===== config.mk =====
export PLATFORM = sky130hd
export DESIGN_NAME = uart_config_flat
export DESIGN_NICKNAME = d
export VERILOG_FILES = /design/src/rtl/uart_config_pkg.sv /design/src/rtl/uart_config_if.sv /design/src/rtl/uart_config.sv /design/src/flat_wrapper.sv
export SDC_FILE = /design/constraint.sdc
export NUM_CORES = 1
export LEC_CHECK = 0
export ABC_AREA = 1
export CORE_AREA = 2 2 39 41
export DETAILED_ROUTE_END_ITERATION = 6
export DIE_AREA = 0 0 41 43
export GPL_TIMING_DRIVEN = 0
export MAX_ROUTING_LAYER = met4
export PLACE_DENSITY = 0.45
export SLEW_MARGIN = 25
export SYNTH_ARGS = -nofsm -noshare
export SYNTH_HDL_FRONTEND = slang
export SYNTH_SLANG_ARGS = --single-unit

===== constraint.sdc =====
create_clock -name clk -period 1.2 [get_ports clk]
set_clock_uncertainty 0.1 [all_clocks]
set_input_delay 0.24 -clock clk [delete_from_list [all_inputs] [get_ports clk]]
set_output_delay 0.24 -clock clk [all_outputs]
set_load 0.1 [all_outputs]

===== src/rtl/uart_config_pkg.sv =====
// uart_config_pkg: shared constants for the UART control-register block.
// Parity encoding, stop-bit encoding, config-word bit positions and the
// default config register address.
package uart_config_pkg;

    // Parity mode encoding as seen on paritybit
    localparam logic [1:0] PAR_NONE = 2'b00;
    localparam logic [1:0] PAR_ODD  = 2'b01;
    localparam logic [1:0] PAR_EVEN = 2'b10;
    localparam logic [1:0] PAR_RSVD = 2'b11;

    // Stop-bit encoding as seen on stopbit
    localparam logic STOP_1 = 1'b0;
    localparam logic STOP_2 = 1'b1;

    // Bit positions inside an 8-bit config word
    localparam int STOP_VAL_BIT = 7;
    localparam int STOP_WE_BIT  = 6;
    localparam int PAR_WE_BIT   = 5;
    localparam int PAR_VAL_MSB  = 3;
    localparam int PAR_VAL_LSB  = 2;

    // Default address of the config register
    localparam logic [1:0] CFG_ADDR_DFLT = 2'b01;

endpackage


===== src/rtl/uart_config_if.sv =====
// uart_config_if: host write port of the UART config block
// (valid/ready handshake carrying a 2-bit address and 8-bit data).
interface uart_config_if;

    logic       c_valid;
    logic [1:0] c_addr;
    logic [7:0] c_data;
    logic       c_ready;

    // Host side: issues writes
    modport master (
        output c_valid,
        output c_addr,
        output c_data,
        input  c_ready
    );

    // Register block side: accepts writes
    modport slave (
        input  c_valid,
        input  c_addr,
        input  c_data,
        output c_ready
    );

endinterface


===== src/rtl/uart_config.sv =====
// uart_config: control registers holding parity mode and stop-bit count
// for the UART TX/RX datapaths. Writes arrive over a valid/ready port and
// take effect on the accepting clock edge; all outputs are registered.
// Optional feature macro: UART_CONFIG_ERR_EN adds a registered c_err pulse
// for writes to an unknown address or with a reserved parity value.
module uart_config
    import uart_config_pkg::*;
#(
    parameter logic [1:0] CFG_ADDR   = CFG_ADDR_DFLT,
    parameter logic [1:0] PARITY_RST = PAR_NONE,
    parameter logic       STOP_RST   = STOP_1
) (
    input  logic           clk,
    input  logic           rst,
    uart_config_if.slave   cfg,
    output logic [1:0]     paritybit,
`ifdef UART_CONFIG_ERR_EN
    output logic           stopbit,
    output logic           c_err
`else
    output logic           stopbit
`endif
);

    logic       ready_reg;
    logic [1:0] parity_reg;
    logic [1:0] parity_next;
    logic       stop_reg;
    logic       stop_next;

    logic       accept;
    logic       addr_hit;
    logic       par_we;
    logic [1:0] par_val;
    logic       stop_we;
    logic       stop_val;
    logic       par_rsvd;

    // Reserved data bits carry no meaning; fold them into a sink net.
    logic       unused_data_bits;
    assign unused_data_bits = ^{cfg.c_data[4], cfg.c_data[1:0]};

    // Field decode of the incoming word
    assign accept   = cfg.c_valid & ready_reg;
    assign addr_hit = (cfg.c_addr == CFG_ADDR);
    assign par_we   = cfg.c_data[PAR_WE_BIT];
    assign par_val  = cfg.c_data[PAR_VAL_MSB:PAR_VAL_LSB];
    assign stop_we  = cfg.c_data[STOP_WE_BIT];
    assign stop_val = cfg.c_data[STOP_VAL_BIT];
    assign par_rsvd = par_we & (par_val == PAR_RSVD);

    // Next-state of the config fields; a reserved parity value is dropped
    // while the stop field of the same word still applies.
    always_comb begin
        parity_next = parity_reg;
        stop_next   = stop_reg;
        if (accept && addr_hit) begin
            if (par_we && !par_rsvd) begin
                parity_next = par_val;
            end
            if (stop_we) begin
                stop_next = stop_val;
            end
        end
    end

    // Config and ready registers; reset overrides any concurrent write
    always_ff @(posedge clk) begin
        if (rst) begin
            ready_reg  <= 1'b0;
            parity_reg <= PARITY_RST;
            stop_reg   <= STOP_RST;
        end else begin
            ready_reg  <= 1'b1;
            parity_reg <= parity_next;
            stop_reg   <= stop_next;
        end
    end

`ifdef UART_CONFIG_ERR_EN
    logic err_reg;
    logic err_next;

    // Flag writes that could not be honoured in full
    always_comb begin
        err_next = accept & (!addr_hit | par_rsvd);
    end

    // One-cycle error pulse following the offending write
    always_ff @(posedge clk) begin
        if (rst) begin
            err_reg <= 1'b0;
        end else begin
            err_reg <= err_next;
        end
    end

    assign c_err = err_reg;
`endif

    assign cfg.c_ready = ready_reg;
    assign paritybit   = parity_reg;
    assign stopbit     = stop_reg;

endmodule


===== src/flat_wrapper.sv =====
// flat-port wrapper written by rule: the top's interface ports become plain ports
module uart_config_flat import uart_config_pkg::*;
#(
    parameter logic [1:0] CFG_ADDR   = CFG_ADDR_DFLT,
    parameter logic [1:0] PARITY_RST = PAR_NONE,
    parameter logic       STOP_RST   = STOP_1
)
  (clk, rst, paritybit, stopbit, cfg_c_valid, cfg_c_addr, cfg_c_data, cfg_c_ready);
  uart_config_if cfg_i ();
  input  logic clk;
  input  logic rst;
  output logic [1:0] paritybit;
  output logic stopbit;
  input wire logic [$bits(cfg_i.c_valid)-1:0] cfg_c_valid;
  input wire logic [$bits(cfg_i.c_addr)-1:0] cfg_c_addr;
  input wire logic [$bits(cfg_i.c_data)-1:0] cfg_c_data;
  output wire logic [$bits(cfg_i.c_ready)-1:0] cfg_c_ready;
  assign cfg_i.c_valid = cfg_c_valid;
  assign cfg_i.c_addr = cfg_c_addr;
  assign cfg_i.c_data = cfg_c_data;
  assign cfg_c_ready = cfg_i.c_ready;
  uart_config #(.CFG_ADDR(CFG_ADDR), .PARITY_RST(PARITY_RST), .STOP_RST(STOP_RST)) u_core (.clk(clk), .rst(rst), .cfg(cfg_i), .paritybit(paritybit), .stopbit(stopbit));
endmodule

==> results.toml <==
[outcome]
outcome = "completed"

[clock_network]
htree_levels = 1
postCtsHoldBufs = 0
cts_made_buffers = 3
cts_root_buf = "clkbuf_4"
insertion_delay_ps = 240
clk_pin_slew_ps = 40
post_cts_buffers = 0
clockBufferDepth = 2
cts.sinks = 4
cts_tree = "yes"

[yosys]
synth_warnings = 0
yosysSeqAreaShare_pct = 38.1
synth_area_leader_cell = "dfxtp_1"
synth_area_um2 = 210
yosysMostFrequentCell = "inv_1"
avgSynthCellArea_um2 = 6.57
synth_area_leaders = "dfxtp_1 38%, inv_1 14%, nand3_1 9.5%"
syn-num-nets = 45
synth_edf_count = 0
ys_top_cells_by_count = "8 x inv_1, 4 x dfxtp_1, 4 x nand2_1, 4 x nand3_1, 4 x nor2_1"
async_reset_ff_share_pct = 0
synth_seq_cells = 4
yosysUniqueCellTypes = 10
synth_top_area_share_pct = 38.1
netlist_instances = 32
synth_flop_cell = "dfxtp_1"

[worst_setup_path]
rr_startpoint = "u_core.cfg.c_ready$_DFF_P_"
cp_top_family = "flip-flops"
critPathMaxStageDelay_ps = 350
cp_max_fo = 3
cp_data_required_time_ps = 860
crit_slowest_cell = "dfxtp_4"
critical_path_depth = 1
r2r-end = "u_core.paritybit[0]$_SDFFE_PP0P_"
arrival_ps = 810
start_kind = "flop"
startpoint = "u_core.cfg.c_ready$_DFF_P_"
worstSetupEndpoint = "cfg_c_ready"
path_cells = "buf_6"
end_kind = "output pin"
rrSetupSlack_ps = 250
worst-path-buf-inv = 1
worstSetupPathType = "flop to output pin"
reg2reg_depth = 5

[sta]
final.period_utilization_pct = 95.6
hold_slack_ps = 389
fin_ws_ps = 52.5
finalHoldViolations = 0
tns_ps = 0
max_slew_margin_pct = 86.5
fmax_mhz = 871
setup_viol = 0
finalMaxSlewViolations = 0
rsz0062_at_grt = "no"
fin_crit_ps = 1150
max_slew.worst_pin.slew_ps = 203

[pwr]
clock_power_share_pct = 44.4
vdd_drop_max_mv = 0.312
power_frac_comb_pct = 22.0
power_density_nw_per_um2 = 1050
p_seq_share_pct = 33.6
swShare_pct = 27.3
power.switching_uw = 114
intPower_uw = 303
p_leak_uw = 0.000192

[placed_design]
hpwlAfterDp_um = 357
gp_congestion = 0.549
numPortBuffers = 13
pre_cts_ws_ps = -594

[detailed_routing]
vias_per_cell = 3.46
route.vias.total = 225
firstDrtPassIters = 1
remaining_drc_errors = 0
ant_nets = 0
avgRoutedWirePerCell_um = 7.12
routed_wl_um = 463
drt_iter0_drc = 0

[hold_path]
min_path_type = "flop to flop"

[floorplan]
die_w_um = 41
die_y_um = 43
coreArea_um2 = 1380
initial_core_util_pct = 15.2
die_area_um2 = 1760
placementRows = 14
io_pins = 17

[global_route]
overflow = 0
grt_start_max_net_pins = 6
grt_pass1_vias = 220
antenna_found_initial = 0
grt_pass1_wl_um = 765
grt_util_all_layers_pct = 7.21

[flow_run]
cap_violations = 0

[final_layout]
fillers = 165
n_antenna_cell = 0
area_delta_synth_final_pct = 89.9
drive_gt1_share_pct = 34.7
nets = 63
stage by stage:
| step | power [µW] | area, µm² | cells | utilization [%] |
|---|---|---|---|---|
| finish | 417 | 399 | 65 | 28.8 |
| global route | 440 | 399 | 65 | 28.8 |
| CTS | 429 | 388 | 65 | 28.0 |
| detailed placement | 233 | 368 | 61 | 26.6 |
| global placement | 233 | 368 | 61 | 26.6 |
| floorplan | 191 | 218 | 32 | - |
layout make-up:
cell class / count / area, µm² / share of cell area, %
clock buffer: 4 / 26.3 / 6.58
multi-input combinational: 18 / 92.6 / 23.2
sequential: 4 / 87.6 / 21.9
tap: 16 / 20.0 / 5.02
inverter: 10 / 37.5 / 9.40
timing repair buffer: 13 / 135 / 33.9
power by group through the flow:
stage	clock, µW	combinational [µW]	sequential (µW)
floorplan	0	21.8	169
global placement	0	91.1	142
detailed placement	0	91.4	142
CTS	198	91.7	140
global route	201	98.7	141
finish	185	92.0	140
how the worst min path moves through the flow:
stage,endpoint,cells after the start,start,slack (ps)
2_1_floorplan,u_core.cfg.c_ready$_DFF_P_,1,rst,210
3_3_place_gp,u_core.paritybit[0]$_SDFFE_PP0P_,2,u_core.paritybit[0]$_SDFFE_PP0P_,370
3_5_place_dp,u_core.paritybit[0]$_SDFFE_PP0P_,2,u_core.paritybit[0]$_SDFFE_PP0P_,360
4_1_cts,u_core.paritybit[1]$_SDFFE_PP0P_,2,u_core.paritybit[1]$_SDFFE_PP0P_,380
5_1_grt,u_core.paritybit[1]$_SDFFE_PP0P_,2,u_core.paritybit[1]$_SDFFE_PP0P_,430
6_report,u_core.paritybit[1]$_SDFFE_PP0P_,2,u_core.paritybit[1]$_SDFFE_PP0P_,390
metal layers:
metal	routed length, µm	vias to the layer above	part of all wire [%]	track usage, %
met3	56	0	12	3.14
met2	192	11	41	8.44
met5	0	-	0	-
li1	-	126	-	-
met4	0	0	0	8.00
met1	213	88	46	8.06
state kept, by name (all words and copies together) (netlist names):
name,cells
u_core.cfg.c_ready,1
u_core.paritybit,2
u_core.stopbit,1
placed cells by master, fill, tap and decap left out:
master	Yosys	layout
clkbuf_4	0	3
inv_1	8	8
clkdlybuf4s50_1	0	9
nand3_1	4	4
a21oi_1	2	2
clkbuf_1	0	1
dfxtp_2	0	3
nand2_2	2	2
nand2_1	4	4
inv_2	2	2
buf_6	0	4
nor2_4	1	1
nor2_1	4	4
a21oi_2	1	1
dfxtp_4	0	1
repair_timing:
item / CTS / global route
endpoints found under the setup margin: 4 / 3
resized for setup: 25 / 3
hold endpoints to repair: 0 / 0
cell families after synthesis:
| group | after synthesis | synth area share (%) |
|---|---|---|
| AO/OA/AOI/OAI | 3 | 8.93 |
| AND/OR/NAND/NOR | 15 | 35.1 |
| flip-flops | 4 | 38.1 |
| buffers and inverters | 10 | 17.9 |
Note: power is estimated with default switching activity, not from simulation.
